[config.mk]
export PLATFORM = sky130hd
export DESIGN_NAME = shift_unit
export DESIGN_NICKNAME = d
export VERILOG_FILES = /design/src/rtl/shift_pkg.sv /design/src/rtl/shift_step.sv /design/src/rtl/shift_unit.sv
export SDC_FILE = /design/constraint.sdc
export NUM_CORES = 1
export LEC_CHECK = 0
export CAP_MARGIN = 20
export CELL_PAD_IN_SITES_DETAIL_PLACEMENT = 0
export CELL_PAD_IN_SITES_GLOBAL_PLACEMENT = 2
export CORE_MARGIN = 3
export CORE_UTILIZATION = 28
export DETAILED_ROUTE_END_ITERATION = 6
export PLACE_DENSITY_LB_ADDON = 0.1
export SYNTH_ARGS = -nofsm -noshare
export SYNTH_HDL_FRONTEND = slang
export SYNTH_SLANG_ARGS = --single-unit
[constraint.sdc]
create_clock -name clk -period 3.5 [get_ports clk]
set_clock_uncertainty 0.05 [all_clocks]
set_input_delay 0.7 -clock clk [delete_from_list [all_inputs] [get_ports clk]]
set_output_delay 0.7 -clock clk [all_outputs]
set_load 0.01 [all_outputs]
[src/rtl/shift_pkg.sv]
`default_nettype none
// +------------------------------------------------------------------------+
// | Module   : shift_pkg                                                   |
// | Purpose  : Shared types and constants for the iterative shifter:       |
// |            operation codes, FSM state encoding and datapath width.     |
// | Revision : 1.0 - initial release                                       |
// +------------------------------------------------------------------------+
package shift_pkg;

    localparam int DATA_W = 32;

    // Operation codes as presented on the op port (low 3 bits).
    typedef enum logic [2:0] {
        NOP = 3'd0,
        SLL = 3'd1,
        SRL = 3'd2,
        SRA = 3'd3,
        ROL = 3'd4,
        ROR = 3'd5
    } shift_op_t;

    typedef enum logic [1:0] {
        IDLE  = 2'd0,
        SHIFT = 2'd1,
        DONE  = 2'd2
    } shift_state_t;

endpackage : shift_pkg
`default_nettype wire

[src/rtl/shift_step.sv]
`default_nettype none
// +------------------------------------------------------------------------+
// | Module   : shift_step                                                  |
// | Purpose  : Combinational single-bit shift/rotate step.                 |
// | Ports    : op       in  shift_op_t  decoded operation                   |
// |            din      in  32          value before the step               |
// |            dout     out 32          value after one single-bit step     |
// |            is_shift out 1           op performs work in this build      |
// | Config   : SHIFT_ROTATE_EN - when defined, ROL/ROR are implemented;    |
// |            otherwise they behave as NOP and no rotate logic exists.    |
// | Revision : 1.0 - initial release                                       |
// +------------------------------------------------------------------------+
module shift_step
    import shift_pkg::*;
(
    input  shift_op_t         op,
    input  logic [DATA_W-1:0] din,
    output logic [DATA_W-1:0] dout,
    output logic              is_shift
);

    always_comb begin
        dout     = din;
        is_shift = 1'b0;
        case (op)
            SLL: begin
                dout     = {din[DATA_W-2:0], 1'b0};
                is_shift = 1'b1;
            end
            SRL: begin
                dout     = {1'b0, din[DATA_W-1:1]};
                is_shift = 1'b1;
            end
            SRA: begin
                dout     = {din[DATA_W-1], din[DATA_W-1:1]};
                is_shift = 1'b1;
            end
`ifdef SHIFT_ROTATE_EN
            ROL: begin
                dout     = {din[DATA_W-2:0], din[DATA_W-1]};
                is_shift = 1'b1;
            end
            ROR: begin
                dout     = {din[0], din[DATA_W-1:1]};
                is_shift = 1'b1;
            end
`endif
            default: begin
                dout     = din;
                is_shift = 1'b0;
            end
        endcase
    end

endmodule : shift_step
`default_nettype wire

[src/rtl/shift_unit.sv]
`default_nettype none
// +------------------------------------------------------------------------+
// | Module   : shift_unit                                                  |
// | Purpose  : Iterative multicycle shifter, one bit per clock, with a     |
// |            start/done handshake and a registered, held result.         |
// | Ports    : clk     in  1     system clock, rising edge                  |
// |            rst_n   in  1     synchronous reset, active low              |
// |            start   in  1     request, sampled only in IDLE              |
// |            op      in  OP_W  0 NOP,1 SLL,2 SRL,3 SRA,4 ROL,5 ROR        |
// |            shamt   in  5     shift count 0..31                          |
// |            operand in  32    value to shift                             |
// |            result  out 32    shifted value, registered                  |
// |            busy    out 1     high from cycle after accept until done    |
// |            done    out 1     single-cycle completion pulse              |
// | Config   : SHIFT_ROTATE_EN - enables ROL/ROR (see shift_step).          |
// | Note     : OP_W must be at least 3.                                     |
// | Revision : 1.0 - initial release                                       |
// +------------------------------------------------------------------------+
module shift_unit
    import shift_pkg::*;
#(
    parameter int OP_W = 3
) (
    input  logic              clk,
    input  logic              rst_n,
    input  logic              start,
    input  logic [OP_W-1:0]   op,
    input  logic [4:0]        shamt,
    input  logic [DATA_W-1:0] operand,
    output logic [DATA_W-1:0] result,
    output logic              busy,
    output logic              done
);

    shift_state_t      r_state;
    shift_op_t         r_op;
    logic [4:0]        r_cnt;
    logic [DATA_W-1:0] r_result;
    logic              r_busy;
    logic              r_done;

    shift_op_t         w_op_dec;
    shift_op_t         w_step_op;
    logic [DATA_W-1:0] w_step;
    logic              w_is_shift;

    // Any code above ROR, including wide codes, collapses to NOP.
    always_comb begin
        w_op_dec = NOP;
        if (op <= OP_W'(3'd5)) begin
            w_op_dec = shift_op_t'(op[2:0]);
        end
    end

    // In IDLE the step unit only classifies the incoming op; while shifting
    // it works on the latched op so later changes on op are ignored.
    assign w_step_op = (r_state == IDLE) ? w_op_dec : r_op;

    shift_step u_step (
        .op       (w_step_op),
        .din      (r_result),
        .dout     (w_step),
        .is_shift (w_is_shift)
    );

    // busy/done are registered alongside the state transition so they are
    // glitch-free and line up exactly with the state they describe.
    always_ff @(posedge clk) begin
        if (!rst_n) begin
            r_state  <= IDLE;
            r_op     <= NOP;
            r_cnt    <= 5'd0;
            r_result <= '0;
            r_busy   <= 1'b0;
            r_done   <= 1'b0;
        end else begin
            case (r_state)
                IDLE: begin
                    r_done <= 1'b0;
                    r_busy <= 1'b0;
                    if (start) begin
                        r_result <= operand;
                        r_cnt    <= shamt;
                        r_op     <= w_op_dec;
                        r_busy   <= 1'b1;
                        if ((shamt != 5'd0) && w_is_shift) begin
                            r_state <= SHIFT;
                        end else begin
                            r_state <= DONE;
                            r_done  <= 1'b1;
                        end
                    end
                end
                SHIFT: begin
                    r_result <= w_step;
                    r_cnt    <= r_cnt - 5'd1;
                    if (r_cnt == 5'd1) begin
                        r_state <= DONE;
                        r_done  <= 1'b1;
                    end
                end
                DONE: begin
                    r_state <= IDLE;
                    r_busy  <= 1'b0;
                    r_done  <= 1'b0;
                end
                default: begin
                    r_state <= IDLE;
                    r_busy  <= 1'b0;
                    r_done  <= 1'b0;
                end
            endcase
        end
    end

    assign result = r_result;
    assign busy   = r_busy;
    assign done   = r_done;

endmodule : shift_unit
`default_nettype wire
Word-level counts from Yosys, hierarchy flattened
Cells that the tools add are included.
{"block": "word_totals", "ff_bits": 44}
{"block": "op_classes", "mux": 18, "eq_ne": 10, "reduce_logical": 10, "n_lt_le_gt_ge": 1, "n_addsub": 1}
{"op": "case mux 32 bit (3 select lines)", "count": 1}
{"op": "case mux 32 bit (2 select lines)", "count": 1}
{"op": "two-way mux 32 bit", "count": 1}
{"op": "case mux 5 bit (2 select lines)", "count": 1}
{"op": "== test 3 x 2 -> 1 bit (second input constant)", "count": 2}
{"op": "two-way mux 2 bit", "count": 3}
{"op": "two-way mux 3 bit", "count": 2}
{"op": "!= test 2 bit (second input constant)", "count": 3}
{"op": "AND reduction 2 bit", "count": 3}
{"op": "== test 5 x 1 -> 1 bit (second input constant)", "count": 1}
{"op": "two-way mux 1 bit", "count": 5}
{"op": "two-way mux 5 bit", "count": 1}
{"op": "nonzero test 5 bit", "count": 1}
{"op": "subtractor 5 x 1 -> 5 bit (second input constant)", "count": 1}
{"op": "!= test 4 x 1 -> 1 bit (second input constant)", "count": 1}
{"op": "case mux 1 bit (2 select lines)", "count": 2}
{"op": "case mux 2 bit (2 select lines)", "count": 1}
{"op": "AND reduction 4 bit", "count": 1}
{"op": "== test 3 x 1 -> 1 bit (second input constant)", "count": 1}
{"op": "less-or-equal comparator 3 bit (second input constant)", "count": 1}
{"op": "!= test 3 x 1 -> 1 bit (second input constant)", "count": 1}
{"op": "AND reduction 3 bit", "count": 1}
{"op": "OR reduction 3 bit", "count": 1}
{"op": "== test 2 x 1 -> 1 bit (second input constant)", "count": 1}
{"op": "other kinds (3)", "count": 3}

Logic depth before layout (Yosys ltp)
Gate-level depths: netlist (run 1).
{"block": "depth", "word_depth": 10, "depth_mapped": 6}

Modules after synthesis
Synthesis (run 1) repeated with hierarchy kept, for this count alone.
{"block": "hier_totals", "hier_cells": 384, "area_unflattened_um2": 2777.7}
{"mod": "shift_unit", "seq_area_each_um2": 880.8, "instances": 1, "area_per_inst_um2": 2043.2, "cells_per_inst": 264}
{"mod": "shift_step", "seq_area_each_um2": 0.0, "instances": 1, "area_per_inst_um2": 734.5, "cells_per_inst": 120}

Worst setup path before layout (run 1)
OpenSTA, ideal clock, no wires.
{"block": "synth_timing", "path_type": "in2reg", "from": "in op[1]", "to": "reg r_result[10] (netlist: result[10])", "path_slack_ns": 1.684, "setup_time_ns": 0.141, "arrival_time_ns": 1.625, "path_buffers": 2, "required_ns": 3.309, "stages": 6, "path_cell_list": "nor2b_1 mux2_4 buf_6 buf_6 mux2i_1 o221ai_1"}
{"block": "synth_between", "elab_chain_cells": 6}
{"element": "start, declared", "line": "shift_unit.sv:27", "text": "input logic [OP_W-1:0] op,"}
{"element": "less-or-equal comparator 3 bit", "line": "shift_unit.sv:50", "text": "if (op <= OP_W'(3'd5)) begin"}
{"element": "two-way mux 3 bit *", "line": "shift_unit.sv:50"}
{"element": "two-way mux 3 bit *", "line": "shift_unit.sv:57", "text": "assign w_step_op = (r_state == IDLE) ? w_op_dec : r_op;"}
{"element": "== test 3 x 2 -> 1 bit / == test 3 x 1 -> 1 bit (equally long branches)", "line": "shift_step.sv:25", "text": "case (op)"}
{"element": "case mux 32 bit (3 select lines) / != test 4 x 1 -> 1 bit (equally long branches)"}
{"element": "case mux 32 bit (2 select lines) / AND reduction 3 bit (equally long branches)"}
{"element": "end signal, assigned", "line": "shift_unit.sv:82", "text": "r_result <= operand;"}
{"element": "end signal, assigned", "line": "shift_unit.sv:95", "text": "r_result <= w_step;"}
{"element": "end, declared", "line": "shift_unit.sv:38", "text": "logic [DATA_W-1:0] r_result;"}
Mark *: on every way between the ends. The rest lies on a longest branch, timed or not.
A chain may end at the register's enable or synchronous reset.

Worst setup path in the final report (run 1)
{"block": "layout_timing", "from": "in op[1]", "to": "reg r_result[0] (netlist: result[0])"}
Same word-level chain as after synthesis.

==> run_results.csv, run 1 <==
group,metric,value,unit
critical_path,rr_worst_depth,4,
power,ir_worst_vdd,0.0001863,V
yosys,synth_top_area_share,0.3892,
sta,clock.fmax,430.7,MHz
grt,grt_pass1_vias,2156,
clocking,cts.path.max_buffers,2,
sta,finalCritPeriodShare,0.6634,
critical_path,cp-start-kind,"primary input",
critical_path,worst_ep_arrival_time,2.48,ns
run_status,status,"finished clean",
yosys,syn_inst,266,
route,wirelength,6.780,mm
power,p_comb_frac,0.285,
critical_path,endpoint_kind,"flip-flop",
worst_hold_path,worstHoldStart,"r_op[2]",
sta,fin_ws,1.178,ns
cells_and_area,final_common_cell,"clkdlybuf4s50_1",
floorplan,die_area,9199,µm²
route,dr_total_vias,2185,
clocking,worstSkewPairLatency,0.29,ns
route,met3WireLength,377,µm
grt,grt_overflow,0,
placement,io_buffers,76,
cells_and_area,final_cell_mix,"clkdlybuf4s50_1, dfxtp_1, nand2_1",
sta,timing_hold_violations_final,0,
critical_path,cpLargestDelayFamily,"multiplexers",
floorplan,start_util,0.2914,
yosys,synth_ff_type,"dfxtp_1",
clocking,htree_num_levels,2,
floorplan,fp.dieH,95.91,µm
cells_and_area,syn2layout_area_growth,41.51,%
yosys,synth_nets,311,
power,p_int,918.9,µW
sta,setup_viol,0,
critical_path,r2r-start,"r_state[0]",
yosys,synth-async-reset-ratio,0,
yosys,synth_compound_area_frac,0.2012,
critical_path,critPathKind,"in2reg",
yosys,ys_seq_area_frac,0.3892,
cells_and_area,layout-drive-gt1-share,0.05310,
route,dr_wl_met2,3.313,mm
cells_and_area,nFillCells,816,
clocking,clk_pin_slew_worst_paths,0.08,ns
floorplan,boundaryPins,77,
cells_and_area,fin_nets,383,
critical_path,r2r_setup_slack,1.45,ns
critical_path,worstPathMaxFanout,29,
clocking,cts_tree,"done",
grt,grt_use_total,0.1562,
power,power_density,414.3,nW/µm²
power,switching_share,0.3075,
sta,worst_pin_slew,0.5773,ns
worst_hold_path,hold_depth,2,
critical_path,cp.buffers_inverters,1,
critical_path,cp_cell_sequence,"clkdlybuf4s50_1 -> nor2b_1 -> mux2_4 -> a311oi_1 -> a221oi_1",
yosys,syn_avg_cell_area,8.509,µm²
yosys,synth_top_family_by_area,"compound AO/OA/AOI/OAI gates",
grt,antenna_found_initial,0,
clocking,hold_buffers,0,
floorplan,core,7767,µm²
sta,rsz0062_at_grt,"false",
placement,gp_congestion,0.7990,
power,p_seq_frac,0.465,
sta,slew_viol_final,0,
clocking,cts-resized-gates,0,
flow_run,max_cap_viol_count,0,
yosys,synth-edff-count,0,
critical_path,reg2reg_to,"result[0]",
critical_path,crit_slowest_cell,"mux2_4",
floorplan,fp-row-count,32,
placement,dp_slack,0.8863,ns
grt,grt_pass1_wl,11.01,mm
power,leakagePower,0.001137,µW
critical_path,max_stage_delay,0.56,ns
route,first_pass_iters,4,
route,vias_per_cell,4.955,
clocking,cts_root_buffer,"clkbuf_8",
route,wl_met1,3.029,mm
yosys,yosysTopAreaCell,"dfxtp_1",
sta,fin_setup_tns,0,ns
power,clkPwrFrac,0.250,
grt,grt_max_degree,31,
yosys,synth-simple-area-share,0.1498,
clocking,postCtsSetupBuffers,0,
yosys,ys_ff_latch,44,
critical_path,crit_required,3.65,ns
route,drt_iter0_drc,95,
sta,finalCriticalPeriod,2.322,ns
clocking,cts-buffers-inserted,5,
route,highest_layer,"met4",
yosys,synth.area.mux_share,0.1487,
floorplan,die_w,95.91,µm
route,route.detailed.drc,0,
route,ant_nets,0,
yosys,synth_area,2263,µm²
route,wire_per_inst,15.37,µm
cells_and_area,n_antenna_cell,0,
yosys,synthTopCellsByArea,"dfxtp_1, mux2i_1, o221ai_1",
worst_hold_path,min_to,"r_op[2]",
power,p_switching,408.0,µW
yosys,synth_adder_area_share,0.01106,
placement,hpwl,4.751,mm
yosys,synth_xor_area_frac,0.003870,
yosys,yosys_warnings,0,
clocking,cts.sinks,44,
sta,slew_headroom,0.6041,
worst_hold_path,hp-class,"reg2reg",
yosys,ys_types,37,
-- area by class of cell --
| cell class | instances | area (µm²) | share of cell area |
|---|---|---|---|
| multi-input combinational | 170 | 1171 | 0.3656 |
| tap | 102 | 127.6 | 0.03984 |
| inverter | 36 | 135.1 | 0.04219 |
| clock buffer | 8 | 90.09 | 0.02813 |
| sequential | 44 | 880.8 | 0.2750 |
| timing repair buffer | 81 | 798.3 | 0.2492 |
-- worst register-to-register path: cells and delay by family (launching register included) --
kind	cells	cell delay (ns)
compound gates	2	0.46
flops	1	0.67
mux	1	0.51
simple gates	1	0.25
-- per-layer routing --
layer / GRT usage / vias to the layer above
met5: 0 / -
li1: - / 1085
met2: 0.2542 / 55
met3: 0.03597 / 5
met1: 0.2055 / 1040
met4: 0.04621 / 0
-- synthesized netlist by cell type, drive strengths merged, types with 2 or more instances --
cell type / number
a211oi: 4
a21boi: 2
a21oi: 7
a31oi: 5
buf: 8
clkbuf: 8
dfxtp: 44
ha: 2
inv: 36
mux2: 2
mux2i: 31
nand2: 41
nand3: 4
nor2: 9
nor2b: 5
nor3: 4
o21ai: 6
o221ai: 30
or2: 3
-- through the flow --
step / hold WS (ns) / instance area, µm² / power [µW] / utilization / instances
finish: 0.4340 / 3203 / 1327 / 0.4124 / 441
global route: 0.4680 / 3203 / 1419 / 0.4124 / 441
CTS: 0.4367 / 3203 / 1350 / 0.4124 / 441
detailed placement: 0.4183 / 3113 / 1011 / 0.4008 / 433
global placement: 0.4142 / 3113 / 1013 / 0.4008 / 433
floorplan: 0.3953 / 2263 / 824.3 / - / 266
-- how the worst max path moves through the flow --
stage          start  slack, ns    endpoint  cells past startpoint
2_1_floorplan  op[1]       1.68  result[10]                      6
3_3_place_gp   op[1]       0.84   result[0]                      5
3_5_place_dp   start       0.89  result[14]                      6
4_1_cts        op[1]       1.19   result[0]                      5
5_1_grt        start       1.06  result[14]                      6
6_report       op[1]       1.18   result[0]                      5
-- state kept, by name (all words and copies together), names as in the netlist --
name     count
busy         1
r_state      2
r_op         3
done         1
result      32
r_cnt        5
-- cells by family (layout without fill, tap and decap cells) --
family | after synthesis | after routing
AND/OR/NAND/NOR | 74 | 74
AO/OA/AOI/OAI | 60 | 60
buffers and inverters | 52 | 125
flip-flops | 44 | 44
multiplexers | 33 | 33
adder cells (fa/ha/maj) | 2 | 2
XOR/XNOR | 1 | 1
-- power by group through the flow --
| stage | Combinational [µW] | Sequential, µW | Clock [µW] |
|---|---|---|---|
| after floorplan | 200 | 624 | 0 |
| after global placement | 381 | 632 | 0 |
| after detailed placement | 380 | 631 | 0 |
| after CTS | 383 | 620 | 347 |
| after global routing | 419 | 630 | 371 |
| final | 378 | 617 | 331 |
No activity file was read; power rests on OpenSTA's default activity.
==> run 2: changes to the inputs <==
--- a/config.mk
+++ b/config.mk
@@ -9,7 +9,7 @@
 export CELL_PAD_IN_SITES_DETAIL_PLACEMENT = 0
 export CELL_PAD_IN_SITES_GLOBAL_PLACEMENT = 2
 export CORE_MARGIN = 3
-export CORE_UTILIZATION = 28
+export CORE_UTILIZATION = 23
 export DETAILED_ROUTE_END_ITERATION = 6
 export PLACE_DENSITY_LB_ADDON = 0.1
 export SYNTH_ARGS = -nofsm -noshare
==> constraint.sdc (replaced) <==
create_clock -name clk -period 1.9 [get_ports clk]
set_clock_uncertainty 0.05 [all_clocks]
set_input_delay 0.38 -clock clk [delete_from_list [all_inputs] [get_ports clk]]
set_output_delay 0.38 -clock clk [all_outputs]
set_load 0.01 [all_outputs]
==> run 2 against run 1 <==
  * Global-route usage decreased by 2.2 points
  * Routed wire length increased by 8.9%
  * Clock power increased to 2.6 times the previous value
  * Worst setup slack got worse by 1.0 ns
  * Register-to-register slack got worse by 1.3 ns
  * Non-clock buffer count increased by 16
  * Design area increased by 8.0%
  * Highest routed layer unchanged
==> run_results.csv, run 2 (synthesis results as in run 1) <==
group,metric,value,unit
critical_path,crit_start,"r_state[0]",
cells_and_area,register_area,880.8,µm²
clocking,cts-resized-gates,0,
critical_path,worstPathMaxFanout,14,
floorplan,fp-row-count,35,
power,ir_worst_vdd,0.0003122,V
critical_path,critPathKind,"reg2reg",
placement,placedCellCount,476,
route,first_pass_iters,4,
placement,hpwl,5.329,mm
critical_path,cp_cell_sequence,"or2_4 -> mux2_4 -> buf_12 -> mux2i_1 -> o221ai_1",
clocking,cts_root_buffer,"clkbuf_8",
placement,io_buffers,76,
critical_path,worst_ep_arrival_time,1.87,ns
sta,setup_viol,0,
route,dr_total_vias,2206,
critical_path,cp-start-kind,"flip-flop",
floorplan,start_util,0.2404,
clocking,cts-buffers-inserted,5,
grt,grt_max_degree,31,
cells_and_area,final_common_cell,"clkdlybuf4s50_1",
floorplan,die_area,11070,µm²
cells_and_area,nFillCells,1022,
route,drt_iter0_drc,44,
cells_and_area,fin_nets,399,
critical_path,cp_num_cells,5,
clocking,postCtsSetupBuffers,0,
cells_and_area,largest_register_ffs,32,
grt,antenna_found_initial,0,
sta,rsz0062_at_grt,"false",
cells_and_area,layout-drive-gt1-share,0.09887,
sta,clock.fmax,572.0,MHz
cells_and_area,final_cell_mix,"clkdlybuf4s50_1, dfxtp_1, nand2_1",
route,route.detailed.drc,0,
clocking,worstSkewPairLatency,0.30,ns
clocking,hold_buffers,0,
critical_path,r2r-start,"r_state[0]",
critical_path,crit_required,2.02,ns
critical_path,endpoint_kind,"flip-flop",
sta,finalCritPeriodShare,0.9201,
critical_path,cp.buffers_inverters,1,
grt,grt_use_total,0.1344,
run_status,status,"finished clean",
critical_path,cpLargestDelayFamily,"flip-flops",
power,leakagePower,0.001255,µW
sta,finalCriticalPeriod,1.748,ns
sta,timing_hold_violations_final,0,
critical_path,crit_slowest_cell,"dfxtp_1",
sta,slew_viol_final,0,
route,vias_per_cell,4.567,
route,wire_per_inst,15.29,µm
critical_path,crit_path_end,"result[20]",
sta,holdWs,0.4312,ns
cells_and_area,utilization,0.3673,
sta,slew_headroom,0.7434,
sta,worst_pin_slew,0.3795,ns
critical_path,r2r_setup_slack,0.15,ns
clocking,clk_pin_slew_worst_paths,0.09,ns
floorplan,boundaryPins,77,
route,ant_nets,0,
placement,gp_congestion,0.7417,
cells_and_area,syn2layout_area_growth,52.79,%
clocking,cts.path.max_buffers,2,
floorplan,core,9415,µm²
clocking,cts.sinks,44,
cells_and_area,n_antenna_cell,0,
grt,grt_pass1_wl,11.85,mm
route,wirelength,7.386,mm
cells_and_area,finalNonFillerCells,483,
flow_run,max_cap_viol_count,0,
floorplan,die_w,105.2,µm
worst_hold_path,hold_depth,2,
clocking,htree_num_levels,2,
floorplan,fp.dieH,105.2,µm
clocking,cts_tree,"done",
worst_hold_path,hp-class,"reg2reg",
grt,grt_overflow,0,
critical_path,rr_worst_depth,5,
grt,grt_pass1_vias,2188,
critical_path,reg2reg_to,"result[20]",
power,power_density,802.7,nW/µm²
cells_and_area,multi_input_area,1171,µm²
critical_path,max_stage_delay,0.57,ns
run 2: cell count changes in the layout (fill, tap and decap cells not counted), sizes merged:
cell,previous run,this run
buf,5,21
bufinv,0,2
clkbuf,8,5
run 2: cell type report:
| class | instances | area share |
|---|---|---|
| Clock buffer | 5 | 0.01990 |
| Multi-Input combinational cell | 170 | 0.3386 |
| Inverter | 36 | 0.03907 |
| Sequential cell | 44 | 0.2547 |
| Tap cell | 129 | 0.04667 |
| Clock inverter | 2 | 0.01737 |
| Timing Repair Buffer | 97 | 0.2836 |
run 2: power breakdown:
part | switching (µW) | total [µW] | leakage (µW) | internal [µW]
Clock | 335 | 853 | 0.0000642 | 518
Combinational | 348 | 794 | 0.000829 | 446
Sequential | 111 | 1130 | 0.000362 | 1020
Total | 793 | 2780 | 0.00125 | 1980
run 2: routing by layer:
layer  global-route usage  up-vias  part of all wire
li1                     -     1120                 -
met1               0.1848     1037              0.50
met2               0.2127       47              0.46
met3              0.02965        2             0.037
met4              0.03374        0            0.0049
met5                    0        -                 0
run 2: through the flow:
step	total power, µW	area [µm²]	setup WS (ns)	TNS [ns]
2_1_floorplan	1518	2263	0.2752	0
4_1_cts	2822	3458	0.1052	0
6_report	2776	3458	0.1518	0
3_5_place_dp	1958	3329	-0.1517	-5.152
5_1_grt	2940	3458	0.04189	0
3_3_place_gp	1958	3329	-0.1478	-4.987
run 2: worst min-delay path by stage:
stage / startpoint / endpoint / slack, ns
floorplan: r_op[2] / r_op[2] / 0.40
global placement: r_op[2] / r_op[2] / 0.41
detailed placement: r_op[2] / r_op[2] / 0.42
CTS: r_cnt[4] / r_cnt[4] / 0.44
global route: r_cnt[4] / r_cnt[4] / 0.45
finish: r_op[2] / r_op[2] / 0.43
run 2: tightest hold or removal path, cell delays in order, from the launching register on:
cell	delay [ns]
dfxtp_1	0.33
nand2_1	0.06
a21oi_1	0.05
==> run 3: changes to the inputs <==
--- a/config.mk
+++ b/config.mk
@@ -5,7 +5,7 @@
 export SDC_FILE = /design/constraint.sdc
 export NUM_CORES = 1
 export LEC_CHECK = 0
-export CAP_MARGIN = 20
+export CAP_MARGIN = 10
 export CELL_PAD_IN_SITES_DETAIL_PLACEMENT = 0
 export CELL_PAD_IN_SITES_GLOBAL_PLACEMENT = 2
 export CORE_MARGIN = 3
==> results of run 3 <==
No change in the layout: final DEF, timing and power equal those of run 2.
